[config.mk]
export PLATFORM = sky130hd
export DESIGN_NAME = scr1_imem_arb
export DESIGN_NICKNAME = d
export VERILOG_FILES = /design/src/rtl/scr1_imem_arb.sv
export SDC_FILE = /design/constraint.sdc
export NUM_CORES = 1
export LEC_CHECK = 0
export CAP_MARGIN = 20
export CORE_MARGIN = 3
export CORE_UTILIZATION = 28
export DETAILED_ROUTE_END_ITERATION = 8
export GPL_ROUTABILITY_DRIVEN = 0
export GPL_TIMING_DRIVEN = 0
export PLACE_DENSITY = 0.83
export SLEW_MARGIN = 40
export SYNTH_ARGS = -nofsm -noshare
export SYNTH_HDL_FRONTEND = slang
export SYNTH_SLANG_ARGS = --single-unit
[constraint.sdc]
create_clock -name clk -period 2 [get_ports clk]
set_clock_uncertainty 0.05 [all_clocks]
set_input_delay 0.4 -clock clk [delete_from_list [all_inputs] [get_ports clk]]
set_output_delay 0.4 -clock clk [all_outputs]
set_load 0.02 [all_outputs]
[src/rtl/scr1_imem_arb.sv]
// scr1_imem_arb: round-robin two-master arbiter for the imem bridge port
// with address-phase hold and an in-order ID FIFO for response routing.
module scr1_imem_arb #(
    parameter int DEPTH  = 2,
    parameter int ADDR_W = 32,
    parameter int DATA_W = 32
) (
    input  logic              clk,
    input  logic              rst_n,
    input  logic              m0_req,
    output logic              m0_req_ack,
    input  logic [ADDR_W-1:0] m0_addr,
    output logic [DATA_W-1:0] m0_rdata,
    output logic [1:0]        m0_resp,
    input  logic              m1_req,
    output logic              m1_req_ack,
    input  logic [ADDR_W-1:0] m1_addr,
    output logic [DATA_W-1:0] m1_rdata,
    output logic [1:0]        m1_resp,
    output logic              s_req,
    input  logic              s_req_ack,
    output logic [ADDR_W-1:0] s_addr,
    input  logic [DATA_W-1:0] s_rdata,
    input  logic [1:0]        s_resp,
    output logic              arb_err
);
    localparam int PW = DEPTH > 1 ? $clog2(DEPTH) : 1;
    localparam int CW = $clog2(DEPTH) + 1;

    logic [2**PW-1:0] fifo;
    logic [PW-1:0]    wr_ptr, rd_ptr;
    logic [CW-1:0]    count;
    logic             rr, hold, hold_id;
    logic             hold_ok, grant, full, push, pop, rsp_v, head;

    // a held master that dropped its request loses the hold immediately
    always_comb begin
        hold_ok    = hold & (hold_id ? m1_req : m0_req);
        grant      = hold_ok ? hold_id : (m0_req & m1_req) ? rr : m1_req;
        full       = count == CW'(DEPTH);
        s_req      = rst_n & (m0_req | m1_req) & ~full;
        s_addr     = !s_req ? '0 : grant ? m1_addr : m0_addr;
        push       = s_req & s_req_ack;
        m0_req_ack = push & ~grant;
        m1_req_ack = push & grant;
        rsp_v      = |s_resp;
        pop        = rsp_v & (count != '0);
        head       = fifo[rd_ptr];
        m0_resp    = (pop & ~head) ? s_resp : 2'b00;
        m1_resp    = (pop & head) ? s_resp : 2'b00;
    end

    assign m0_rdata = s_rdata;
    assign m1_rdata = s_rdata;

    always_ff @(posedge clk or negedge rst_n) begin
        if (!rst_n) begin
            fifo    <= '0;
            wr_ptr  <= '0;
            rd_ptr  <= '0;
            count   <= '0;
            rr      <= 1'b0;
            hold    <= 1'b0;
            hold_id <= 1'b0;
            arb_err <= 1'b0;
        end else begin
            hold <= s_req & ~s_req_ack;
            if (s_req)
                hold_id <= grant;
            if (push) begin
                fifo[wr_ptr] <= grant;
                wr_ptr       <= wr_ptr + PW'(1);
                rr           <= ~grant;
            end
            if (pop)
                rd_ptr <= rd_ptr + PW'(1);
            count <= count + CW'(push) - CW'(pop);
            if ((hold & ~hold_ok) | (rsp_v & (count == '0)))
                arb_err <= 1'b1;
        end
    end
endmodule

* Word level (Yosys, flattened, before mapping) *
Index checks and enable logic that the tools add are counted.

operators by class
  add/subtract/negate cells = 4
  $lt $le $gt $ge = 3
  equality and inequality tests = 1
  muxes and demuxes = 12
  bitwise operators = 20
  reduce and logical (&&, ||, !) cells = 4

operators with widths
  kind                                                         count
  2-to-1 mux 32 bit                                            2
  bitwise AND 1 bit                                            13
  2-to-1 mux 1 bit                                             6
  inverter 1 bit                                               5
  less-than comparator 1 x 2 -> 1 bit (second input constant)  2
  2-to-1 mux 2 bit                                             2
  adder 1 bit (second input constant)                          2
  adder 2 x 1 -> 2 bit                                         1
  bitwise mux 2 bit                                            1
  equality test 2 bit (second input constant)                  1
  logical NOT 2 bit                                            1
  OR 1 bit                                                     2
  nonzero test 2 bit                                           1
  OR reduction 2 bit                                           1
  subtractor 2 x 1 -> 2 bit                                    1
  demux 1 bit (select 1 bit)                                   1
  greater-or-equal comparator 1 bit (second input constant)    1
  logical AND 1 bit                                            1

storage, ports and cells
  register bits = 10
  input port bits = 103
  output and inout port bits = 104
  logic and storage cells = 52

* Logic depth before layout (Yosys ltp) *
  depth in word-level cells = 6
  depth in mapped cells = 9
  depth with buffers taken out = 7

* Worst setup path before layout *
No wires, ideal clock.

  path type = register to output
  start point = register hold
  end point = output port s_addr[0]
  arrival time = 1.400 ns
  required time = 1.550 ns
  setup slack = 0.150 ns
  cell stages (with the launch flop) = 6
  path buffers = 2
  path through = dfrtp_1 mux2i_1 a21boi_2 buf_6 buf_8 mux2i_1

on the way
  cells in the longest elaborated chain, start to end = 4

RTL lines
  what                             line  text
  start, declared                  33    logic rr, hold, hold_id;
  start signal, assigned           67    hold <= s_req & ~s_req_ack;
  bitwise AND 1 bit                38    hold_ok = hold & (hold_id ? m1_req : m0_req);
  2-to-1 mux 1 bit                 39    grant = hold_ok ? hold_id : (m0_req & m1_req) ? rr : m1_req;
  2-to-1 mux 32 bit (2 in series)  42    s_addr = !s_req ? '0 : grant ? m1_addr : m0_addr;
  end, declared                    22    output logic [ADDR_W-1:0] s_addr,

Every way passes these cells.

* Final worst setup path *
  start point = register hold
  end point = output port s_addr[23]

Same word-level chain as after synthesis.

==> impl_results.md <==
* Share of flip-flops with an asynchronous set or reset at 100.0%
* Wire length of the first global-routing pass at 11.71 mm
* Status: complete, but fails checks
* Clock sink count at 10
* Met3 Usage GRT at 6.369%
* Syn_area_per_cell at 7.994 um^2
* Aggregate routed wire length at 7.688 mm
* I/O pin count at 207
* Row cnt at 28
* Fin cells at 492
* Vias per inst at 4.596
* Die Area at 0.007453 mm^2
* Initial Util at 29.64%
* CP endpoint kind: primary output
* Worst slew margin at 68.11%
* Worst Hold Class: flip-flop to flip-flop
* Layout area overhead at 110.0%
* Slowest CP cell: dfrtp_1
* CTS Buf Count at 3
* Initial drt markers at 40
* Fin crit share at 103.8%
* Largest net degree at the start of global routing at 11
* Worst-margin pin slew at 0.4767 ns
* Worst hold start: arb_err
* ANT nets after route at 0
* Cells after Synth at 226
* Unrepaired setup endpoints after global routing: yes
* Power density over the cells at 726.2 mW/mm^2
* TritonCTS clock tree: done
* Post-synth EDFFs at 0
* Congestion Overflow GR at 0
* CP Class: flip-flop to primary output
* H-tree depth at 1
* Diodes inserted at 0
* Final slew viol count at 0
* Sequential fraction of the synthesis area at 13.85%
* Worst reg2reg path depth at 9
* Setup violators final at 24
* Longest Clk Path Bufs at 2
* Nets at 523
* Initial DRT Pass Iterations at 4
* Die H at 86.33 um
* Initial antenna violation count at 0
* Fraction of layout cells with a size suffix above 1 at 35.73%
* Later-pin clock latency in the skew report at 0.24 ns
* Layer with the highest usage: met2
* M1 GR Usage at 19.93%
* GRT Resource Usage Total at 19.39%
* Setup slack after layout at -0.07627 ns
* Post-route DRC at 0
* Max VDD drop at 0.0006885 V
* Synth cell types at 29
* Core Region at 0.006096 mm^2
* Critical path, cell by cell: mux2i_1 -> a21boi_2 -> buf_6 -> buf_4 -> mux2i_1 -> buf_4
* Place WS at -1.348 ns
* Top delay family on crit path: buffers and inverters
* Buffers on Ports at 174
* Via count of the first global-routing pass at 2519
* Final hold violation count at 0
* Hpwl dp at 6.085 mm
* Mapped Area at 0.001807 mm^2
* Ys Warns at 0
* FMAX at 481.6 MHz
* FF+latch count, synth at 10
* Final min period at 2.076 ns
* Hold Path Stages at 1
* Worst hold path endpoint: arb_err
* Peak per-stage delay on the critical path at 0.38 ns
* WP data arrival at 1.63 ns
* Root buf cell: clkbuf_8
* Most used DFF post-synth: dfrtp_1
* Startpoint types: flip-flop
* Minimum hold slack at 0.4307 ns
* Filler Cell Count at 545
* Placed Cells at 475
* Syn nets at 331
* Die width at 86.33 um
* Grt met2 use at 36.37%
* Number of max-cap violations at 0
* R2R setup slack at 0.17 ns
* Total Power at 2.756 mW
* Required time worst endpoint at 1.55 ns
* CP bufs+invs at 3
* Static leakage at 1.775 nW
* Crit Reg-Reg Endpoint: count[1]
* Failing checks: setup timing
* RR Startpoint: count[0]
* Wire per inst at 15.63 um
* Via count at 2261
* Worst-path clk slew at 0.05 ns
* Max FO, Critical Path at 6
[synth_stat cells (3+ instances only)]
cell type | number | share of area (%)
buf_4 | 70 | 29
buf_6 | 4 | 2.5
mux2_2 | 3 | 1.9
xnor2_1 | 3 | 1.5
nand3_1 | 64 | 18
mux2i_1 | 35 | 19
buf_2 | 4 | 1.1
nor2_1 | 6 | 1.2
dfrtp_1 | 10 | 14
clkbuf_1 | 4 | 0.83
[metrics by stage]
step	area (um^2)	TNS (ns)	utilization (%)
final	3795	-0.9054	62.25
after global routing	3795	-3.643	62.25
after CTS	3759	-1.111	61.66
after detailed placement	3642	-47.11	59.75
after global placement	3642	-45.38	59.75
after floorplan	1807	0	-
[kinds of logic (layout without fill, tap and decap cells)]
| logic type | Yosys count | count (layout) | share of synthesized area (%) |
|---|---|---|---|
| buf+inv | 85 | 276 | 35.39 |
| simple gates | 80 | 80 | 22.58 |
| mux | 39 | 39 | 22.09 |
| flops | 10 | 10 | 13.85 |
| compound gates | 6 | 6 | 2.770 |
| xor+xnor | 4 | 4 | 1.939 |
| fa+ha+maj | 2 | 2 | 1.385 |
[state kept, by name (all words and copies together) (netlist names)]
register	count
rd_ptr	1
count	2
arb_err	1
hold	1
hold_id	1
fifo	2
rr	1
wr_ptr	1
[cell usage in the layout (no fill, tap or decap), drive strengths merged]
| master | instances |
|---|---|
| o21a | 1 |
| nand2 | 2 |
| buf | 132 |
| inv | 1 |
| nor3 | 1 |
| nand3 | 65 |
| mux2 | 4 |
| clkbuf | 7 |
| dlygate4sd3 | 1 |
| nand4 | 1 |
| dlymetal6s2s | 2 |
| a21boi | 1 |
| and2 | 1 |
| xnor2 | 3 |
| dlygate4sd2 | 3 |
| nor2 | 6 |
| mux2i | 35 |
| nor2b | 1 |
| clkdlybuf4s50 | 130 |
| o22a | 1 |
| ha | 2 |
| nand4b | 1 |
| xor2 | 1 |
| and3 | 1 |
| dfrtp | 10 |
| nand2b | 1 |
| a31oi | 2 |
| a211o | 1 |
[per-layer routing]
metal / part of all wire [%] / vias up
li1: - / 1103
met1: 34 / 1020
met2: 53 / 123
met3: 10 / 15
met4: 2.5 / 0
met5: 0 / -
[report_power, final]
group	total [mW]	internal (mW)	switching (mW)	leakage [nW]
clock network	0.257	0.173	0.0838	0.0288
registers	0.357	0.292	0.0653	0.116
logic	2.14	1.11	1.03	1.63
total	2.76	1.57	1.18	1.78
[worst max path at each step]
stage,to,depth (start not counted),slack [ns],startpoint
6_report,s_addr[23],6,-0.08,hold
5_1_grt,s_addr[15],6,-0.16,hold
4_1_cts,s_addr[15],6,-0.08,hold
3_5_place_dp,s_addr[6],6,-1.35,rst_n
3_3_place_gp,s_addr[7],6,-1.30,rst_n
2_1_floorplan,s_addr[0],5,0.15,hold
[final cells by class]
type	instances	area [um^2]	area share [%]
flip-flops and latches	10	250.2	6.594
inverters	1	3.754	0.09891
clock buffers	4	55.05	1.451
repair buffers	188	1758	46.32
plain buffers	83	698.2	18.40
multi-input cells	131	935.9	24.66
well taps	75	93.84	2.473
[repair_timing]
| item | in CTS | in global routing |
|---|---|---|
| pin swaps | 2 | 1 |
| hold endpoints to repair | 10 | 0 |
| gates resized for setup | 210 | 11 |
| hold buffers | 1 | 0 |
| setup buffers | 11 | 1 |
| setup endpoints to repair | 42 | 38 |
| cloned | 1 | 0 |
No activity file was read; power rests on OpenSTA's default activity.
